### config.mk
export PLATFORM = sky130hd
export DESIGN_NAME = camera_ray_gen
export DESIGN_NICKNAME = d
export VERILOG_FILES = /design/src/rtl/rt_pkg.sv /design/src/rtl/vec3_acc.sv /design/src/rtl/camera_ray_gen.sv
export SDC_FILE = /design/constraint.sdc
export NUM_CORES = 2
export LEC_CHECK = 0
export CORE_MARGIN = 5
export CORE_UTILIZATION = 47
export CTS_CLUSTER_DIAMETER = 40
export DETAILED_ROUTE_END_ITERATION = 10
export PLACE_DENSITY = 0.82
export REMOVE_ABC_BUFFERS = 1
export SKIP_LAST_GASP = 1
export SYNTH_ARGS = -nofsm -noshare
export SYNTH_HDL_FRONTEND = slang
export SYNTH_HIERARCHICAL = 1
export SYNTH_SLANG_ARGS = --single-unit
### constraint.sdc
create_clock -name clock -period 5.8 [get_ports clock]
set_input_delay 0.87 -clock clock [delete_from_list [all_inputs] [get_ports clock]]
set_output_delay 0.87 -clock clock [all_outputs]
set_load 0.02 [all_outputs]
### src/rtl/rt_pkg.sv
// Shared definitions for the ray-generation / ray-tracing pipeline.
//   D_BITS    : word width of every coordinate
//   Q_BITS    : fractional bits of the fixed-point format
//   FIXED_ONE : 1.0 in that format
//   vec3_t    : three signed D_BITS lanes, [0]=x [1]=y [2]=z
//   ray_t     : origin + direction pair
//   state_e   : camera_ray_gen frame sequencer states
//   vec3_add  : lane-wise wrap-around add
package rt_pkg;

  localparam int D_BITS = 32;
  localparam int Q_BITS = 16;
  localparam logic [D_BITS-1:0] FIXED_ONE = 32'd1 << Q_BITS;

  typedef logic signed [2:0][D_BITS-1:0] vec3_t;

  typedef struct packed {
    vec3_t org;
    vec3_t dir;
  } ray_t;

  typedef enum logic [1:0] {
    ST_IDLE = 2'd0,
    ST_RUN  = 2'd1,
    ST_DONE = 2'd2
  } state_e;

  // Two's-complement add per lane; overflow wraps, no saturation.
  function automatic vec3_t vec3_add(input vec3_t a, input vec3_t b);
    vec3_t r;
    for (int l = 0; l < 3; l++) begin
      r[l] = a[l] + b[l];
    end
    return r;
  endfunction

endpackage

### src/rtl/vec3_acc.sv
// Three-lane accumulator register used for the running ray direction and
// the start-of-row direction.
//   clock, reset : clock and synchronous active-high reset (clears to 0)
//   load_i       : take load_val_i (has priority over add_i)
//   add_i        : accumulate step_i
//   load_val_i   : value loaded on load_i
//   step_i       : increment applied on add_i
//   val_o        : current register contents
module vec3_acc
  import rt_pkg::*;
(
  input  logic  clock,
  input  logic  reset,
  input  logic  load_i,
  input  logic  add_i,
  input  vec3_t load_val_i,
  input  vec3_t step_i,
  output vec3_t val_o
);

  vec3_t val_q;
  vec3_t val_d;

  // Next value: load, add-step or hold.
  always_comb begin
    val_d = val_q;
    if (load_i) begin
      val_d = load_val_i;
    end else if (add_i) begin
      val_d = vec3_add(val_q, step_i);
    end else begin
      val_d = val_q;
    end
  end

  // Accumulator register.
  always_ff @(posedge clock) begin
    if (reset) begin
      val_q <= '0;
    end else begin
      val_q <= val_d;
    end
  end

  assign val_o = val_q;

endmodule

### src/rtl/camera_ray_gen.sv
// Primary-ray generator: emits one ray per pixel of an IMG_W x IMG_H image in
// raster order into the ray FIFO of ray_tracer_top. Directions are built by
// incremental addition (corner + x*du + y*dv) with no multipliers.
//   clock, reset   : clock, synchronous active-high reset
//   start          : one-cycle pulse, begins a frame when idle
//   cam_origin     : camera position (every ray's origin)
//   cam_corner     : direction of pixel (0,0)
//   cam_du, cam_dv : direction step per +1 x / +1 y
//   out_full       : downstream FIFO full
//   out_wr_en      : FIFO write strobe (ray accepted on a posedge with it high)
//   ray_out        : [0..2] origin xyz, [3..5] direction xyz
//   pixel_x/y      : pixel index of ray_out
//   busy           : high while rays are being produced
//   done           : one-cycle pulse after the last ray is written
module camera_ray_gen
  import rt_pkg::*;
#(
  parameter int IMG_W = 32,
  parameter int IMG_H = 32,
  localparam int XW = (IMG_W > 1) ? $clog2(IMG_W) : 1,
  localparam int YW = (IMG_H > 1) ? $clog2(IMG_H) : 1
) (
  input  logic                   clock,
  input  logic                   reset,
  input  logic                   start,
  input  vec3_t                  cam_origin,
  input  vec3_t                  cam_corner,
  input  vec3_t                  cam_du,
  input  vec3_t                  cam_dv,
  input  logic                   out_full,
  output logic                   out_wr_en,
  output logic [5:0][D_BITS-1:0] ray_out,
  output logic [XW-1:0]          pixel_x,
  output logic [YW-1:0]          pixel_y,
  output logic                   busy,
  output logic                   done
);

  state_e        state_q, state_d;
  logic [XW-1:0] x_q, x_d;
  logic [YW-1:0] y_q, y_d;
  vec3_t         org_q, org_d;
  vec3_t         du_q, du_d;
  vec3_t         dv_q, dv_d;

  logic  dir_load_s, dir_add_s, row_load_s, row_add_s;
  logic  last_x_s, last_y_s;
  vec3_t dir_load_val_s, dir_s, row_s, row_next_s;

  assign last_x_s   = (x_q == XW'(IMG_W - 1));
  assign last_y_s   = (y_q == YW'(IMG_H - 1));
  assign row_next_s = vec3_add(row_s, dv_q);

  // Running direction of the ray currently presented on ray_out.
  vec3_acc u_dir (
    .clock      (clock),
    .reset      (reset),
    .load_i     (dir_load_s),
    .add_i      (dir_add_s),
    .load_val_i (dir_load_val_s),
    .step_i     (du_q),
    .val_o      (dir_s)
  );

  // Direction of pixel (0,y) for the current row.
  vec3_acc u_row (
    .clock      (clock),
    .reset      (reset),
    .load_i     (row_load_s),
    .add_i      (row_add_s),
    .load_val_i (cam_corner),
    .step_i     (dv_q),
    .val_o      (row_s)
  );

  // Frame sequencer: next state, counters and strobes.
  always_comb begin
    state_d        = state_q;
    x_d            = x_q;
    y_d            = y_q;
    org_d          = org_q;
    du_d           = du_q;
    dv_d           = dv_q;
    dir_load_s     = 1'b0;
    dir_add_s      = 1'b0;
    dir_load_val_s = cam_corner;
    row_load_s     = 1'b0;
    row_add_s      = 1'b0;
    out_wr_en      = 1'b0;
    busy           = 1'b0;
    done           = 1'b0;
    case (state_q)
      ST_IDLE: begin
        if (start) begin
          state_d    = ST_RUN;
          org_d      = cam_origin;
          du_d       = cam_du;
          dv_d       = cam_dv;
          x_d        = '0;
          y_d        = '0;
          dir_load_s = 1'b1;
          row_load_s = 1'b1;
        end else begin
          state_d = ST_IDLE;
        end
      end
      ST_RUN: begin
        busy      = 1'b1;
        out_wr_en = !out_full;
        if (out_wr_en) begin
          if (!last_x_s) begin
            x_d       = x_q + XW'(1);
            dir_add_s = 1'b1;
          end else if (!last_y_s) begin
            // Row wrap: the new direction is the next row base, formed from the
            // old base so both accumulators update on the same edge.
            x_d            = '0;
            y_d            = y_q + YW'(1);
            row_add_s      = 1'b1;
            dir_load_s     = 1'b1;
            dir_load_val_s = row_next_s;
          end else begin
            state_d = ST_DONE;
          end
        end else begin
          state_d = ST_RUN;
        end
      end
      ST_DONE: begin
        done    = 1'b1;
        state_d = ST_IDLE;
      end
      default: begin
        state_d = ST_IDLE;
      end
    endcase
  end

  // State, counters and latched camera parameters.
  always_ff @(posedge clock) begin
    if (reset) begin
      state_q <= ST_IDLE;
      x_q     <= '0;
      y_q     <= '0;
      org_q   <= '0;
      du_q    <= '0;
      dv_q    <= '0;
    end else begin
      state_q <= state_d;
      x_q     <= x_d;
      y_q     <= y_d;
      org_q   <= org_d;
      du_q    <= du_d;
      dv_q    <= dv_d;
    end
  end

  assign ray_out = {dir_s, org_q};
  assign pixel_x = x_q;
  assign pixel_y = y_q;

endmodule

---- Yosys cells after proc, flatten, opt, wreduce, memory -nomap -nowiden ----
Cells that the tools add are included.
operators by class
  eq/ne operators ......................... 11
  $add $sub $neg .......................... 8
  muxes and demuxes ....................... 35
  reductions and logical operators ........ 9
operator list
  cell                   count
  $mux W96               8
  $add A32 B32 Y32       6
  $mux W5                7
  $pmux W5 S2            2
  $mux W1                13
  $add A5 B1 Y5 const B  2
  $eq A5 B5 Y1 const B   2
  $ne A3 B3 Y1 const B   3
  $ne A2 B2 Y1 const B   4
  $mux W2                3
  $reduce_bool A2 Y1     3
  $reduce_and A5 Y1      1
  $pmux W2 S2            1
  $reduce_and A2 Y1      2
  $reduce_and A4 Y1      1
  $eq A2 B1 Y1 const B   1
  $eq A2 B2 Y1 const B   1
  $logic_not A2 Y1       1
  $pmux W1 S2            1
  $logic_not A1 Y1       1
storage, ports and cells
  output and inout bits ................... 205
  logic and storage cells ................. 81
  input port bits ......................... 388
  register bits after elaboration ......... 492

---- Depth between registers and ports, before layout ----
  word-level depth ........................ 7
  depth in mapped cells ................... 16
  depth with buffers taken out ............ 16

---- Cells and area by module ----
Netlist, hierarchy kept.
modules (own cells, without submodules)
  module             cells an instance  area an instance (um^2)  times used  seq. area each (um^2)
  camera_ray_gen     2214               16111.7                  1           6005.8
  vec3_acc at u_row  1137               8753.4                   1           1921.8
  vec3_acc at u_dir  1129               8690.8                   1           1921.8

---- Worst setup path after synthesis ----
OpenSTA, ideal clock, no wires.
  kind .................................... input port to flip-flop
  start ................................... input out_full
  end ..................................... register u_row.val_q (netlist bit u_row/val_o[68])
  cell stages on the path ................. 11
  buffers on the path ..................... 6
  arrival time ............................ 3507 ps
  slack ................................... 2198 ps
  required time ........................... 5705 ps
  setup time .............................. 95 ps
  cells stage by stage .................... nor2_1 -> nand3b_1 -> clkbuf_1 -> inv_1 -> clkbuf_1 -> clkbuf_1 -> clkbuf_1 -> clkbuf_1 -> buf_1 -> o2111ai_1 -> a221oi_1
between the ends
  cells in the longest elaborated chain, start to end .. 3
ends and longest elaborated chain
  element                       RTL line               text
  start, declared               camera_ray_gen.sv:30   input logic out_full,
  $mux W1                       camera_ray_gen.sv:110  if (out_wr_en) begin
  $mux W1                       camera_ray_gen.sv:92   case (state_q)
  via row_add_s                 camera_ray_gen.sv:46   logic dir_load_s, dir_add_s, row_load_s, row_add_s;
  $reduce_bool A2 Y1 (no line)  n/a
  end signal, assigned          vec3_acc.sv:41         val_q <= val_d;
  end, declared                 vec3_acc.sv:21         vec3_t val_q;
The timed path passes the listed nets, and every way through them passes these cells.
A chain may end at the register's enable or synchronous reset.

==> summary.txt <==
STA
  – Tcrit/Tclk final: 0.681
  – Least-Margin Pin Slew: 1.08 ns
  – Post-layout minimum cycle time: 3.95 ns
  – Hold WS: 0.451 ns
  – Max transition margin: 0.277
  – Final hold violation count: 0
  – Fin. max-slew vios: 0
  – Final setup viols: 0
  – Fin Setup TNS: 0 ns
  – RSZ-0062 raised after global routing: false
  – Max Clk Rate: 253 MHz
  – Clk_skew: 0.0472 ns

GRT
  – GRT met3 Usage: 0.0653
  – Largest net degree at the start of global routing: 178
  – Global route total overflow: 0
  – Global-route wire length before repair: 178000 µm
  – Initial antenna violation count: 13
  – GRT Overall Usage: 0.279
  – Met1 Use GR: 0.327
  – Grt peak-use layer: met2
  – Vias in the first global route: 33800
  – Met2 usage: 0.491

Pwr
  – Total Power: 12400 µW
  – LEAKAGE: 0.0185 µW
  – PwrDens: 283 nW/µm²
  – Worst vdd ir: 0.292 mV

Cells and area
  – Area Growth Syn to Fin: 30.1%
  – Fin area: 43600 µm²
  – Final #Nets: 5620
  – Layout cell share with drive strength beyond 1: 0.0559

Worst setup path
  – Crit Path Max Fanout: 3
  – Kind of critical path: reg -> reg
  – R2R Path Start: dv_q[64]
  – CP peak stage delay: 0.49 ns
  – Slowest-stage cell, CP: nor3b_1
  – CP Capture Type: register
  – CP Launch Type: register
  – Worst EP required: 6.32 ns
  – Worst path bufs/invs: 0
  – Reg2Reg Depth: 14
  – R2R Setup Slk: 1.85 ns
  – Critical R2R Capture: u_dir/val_o[92]
  – Cell Chain, Critical Path: ha_1, fa_1, a211oi_1, nor3_1, nor3b_1, nor3_1, o221ai_1, nor2_1, a221oi_1, xor2_1, o21ai_0, a21oi_1, nor2_1, or3_1
  – Family with the most delay on the worst path: compound AO/OA/AOI/OAI gates
  – Critical path arrival: 4.47 ns

Detailed routing
  – DR WL/cell: 19.0 µm
  – Final wirelength: 114000 µm
  – DRT iter0 DRCs: 2444
  – Vias per cell: 5.80
  – Drt first pass iters: 6
  – Antenna-violating nets left: 0
  – DRC viols: 0
  – Via count: 34700

Synthesis
  – Sequential element share of the synthesized area: 0.294
  – Post-Synth Adder-Cell Area: 0.111
  – Mux cell area share after synthesis: 0.0173
  – Synthesis Warnings: 6
  – Seq cells post-synth: 492
  – Post-synth EDFFs: 0
  – Largest family of logic cells by synthesized area: compound AO/OA/AOI/OAI gates
  – Mean Syn Cell Area: 7.49 µm²
  – Post-Syn Area: 33600 µm²
  – Post-Synth Simple-Gate Area: 0.197
  – XOR/XNOR Fraction of Synth Area: 0.0608
  – Main synth FF type: dfxtp_1
  – Post-synthesis cell type count: 93
  – Synth Area in Compound Gates: 0.278
  – Cells after Synth: 4480
  – Async SR Flop Fraction: 0

CTS
  – # clock sinks: 492
  – Setup Buffers After CTS: 0
  – CTS Buf Count: 102
  – Clock buffer depth: 3
  – Root buffer cell: clkbuf_16
  – Post-CTS sizing: 0
  – Worst-path clk slew: 0.05 ns
  – CTS tree: done
  – Clock Latency Late Sink: 0.65 ns
  – Post-CTS Hold Fix Bufs: 0
  – H-tree Lvls: 3

Die
  – DIE AREA: 76800 µm²
  – Die H: 277 µm
  – I/O pins: 593
  – Core area: 71100 µm²
  – Starting Density: 0.472
  – FP Rows: 98
  – Die width: 277 µm

Hold path
  – Hold Path Depth: 2
  – HP Class: reg -> reg
  – Hold Path Origin: ray_out[91]
  – Hold endpoint: ray_out[91]

Place
  – Area after DPL: 40000 µm²
  – Detailed Place HPWL: 82100 µm
  – Port bufs: 592
  – Gpl congestion: 0.969

Job
  – Max cap viols: 0

Outcome
  – Run status: finished clean
-- synth_stat cells (all sizes together) (7+ instances only) --
master     n  area [µm²]
a21o     144        1080
a31oi     28         220
nor3      55         275
buf       23        88.8
o21ai    218        1120
o21a      23         181
a21oi    716        3610
nand2b    24         150
clkbuf   235         882
o211ai    20         155
xnor2    150        1310
nand4     34         213
a221o     10         100
nand2    894        3360
nor2     324        1220
o31ai     19         185
a221oi    70         648
a311oi    14         135
dfxtp    492        9850
o31a       7        61.3
mux2i     53         531
nand3b     9        67.6
o21bai    37         289
xor2      83         727
a211o     16         140
nor2b     47         294
a211oi    67         518
a41oi      8        92.6
a2111oi   13         176
fa         9         180
and2      17         106
o221ai     9        78.8
ha       283        3540
and3      23         144
inv      118         443
o22ai     19         119
nand3     60         300
nor4       9        71.3
nor3b     23         173
or3       14        87.6
-- worst min-delay path, stage by stage, from the launching register on --
cell,delay [ns]
dfxtp_1,0.30
nand2_1,0.05
a21oi_1,0.05
-- cell usage in the layout, fill, tap and decap left out, drive strengths merged, types with 55 or more instances in the layout --
cell type      synthesis  routed
ha                   283     283
dfxtp                492     492
a211oi                67      67
nand2                894     894
a21o                 144     144
clkdlybuf4s50          0     591
nor3                  55      55
nor2                 324     324
inv                  118     137
a21oi                716     716
o21ai                218     218
xor2                  83      83
a221oi                70      70
clkbuf               235     122
xnor2                150     150
nand3                 60      60
-- per-layer routing --
layer  part of all wire  up-vias
li1                   -    16900
met1               0.40    16200
met2               0.48     1322
met3              0.076      309
met4              0.043        8
met5            0.00048        -
-- cells by family (layout without fill, tap and decap cells) --
| logic type | after synthesis | in the layout |
|---|---|---|
| AOI/OAI and AO/OA | 1478 | 1478 |
| xor gates and xnor gates | 233 | 233 |
| adders and majority gates | 292 | 292 |
| buffers and inverters | 377 | 924 |
| DFF | 492 | 492 |
| muxes | 57 | 57 |
| other | 0 | 10 |
| and+or+nand+nor | 1551 | 1551 |
-- through the flow --
stage	worst slack, ns	std cells	util
after global routing	1.59	5985	0.614
after global placement	1.63	5786	0.562
after CTS	1.85	5977	0.613
after floorplan	-8.19	4222	-
after detailed placement	1.60	5786	0.562
final	1.85	5987	0.614
-- flip-flops by register name, summed over array words and instances (netlist names) --
signal       flops
state_q          2
ray_out         96
dv_q            96
du_q            96
u_row/val_o     96
pixel_x          5
pixel_y          5
u_dir/val_o     96
-- worst max-delay path by stage --
stage	start	to	slack, ns	cells after the start
4_1_cts	dv_q[64]	u_dir/val_o[92]	1.85	14
3_5_place_dp	out_full	u_row/val_o[63]	1.60	11
5_1_grt	dv_q[64]	u_dir/val_o[92]	1.59	14
2_1_floorplan	start	u_row/val_o[92]	-8.19	7
6_report	dv_q[64]	u_dir/val_o[92]	1.85	14
3_3_place_gp	out_full	u_row/val_o[63]	1.63	11
-- where the power goes --
part / total, µW / switching [µW] / internal (µW)
logic: 2450 / 1370 / 1080
registers: 3810 / 199 / 3620
clock network: 6110 / 2180 / 3940
-- cell type report --
class / instances / area [µm²]
tap: 950 / 1190
fill: 6225 / 27500
sequential: 492 / 9850
antenna: 10 / 25.0
multi-input combinational: 3611 / 22300
clock buffer: 122 / 2780
clock inverter: 69 / 858
inverter: 119 / 457
timing repair buffer: 614 / 6180
(Power assumes the default switching activity.)
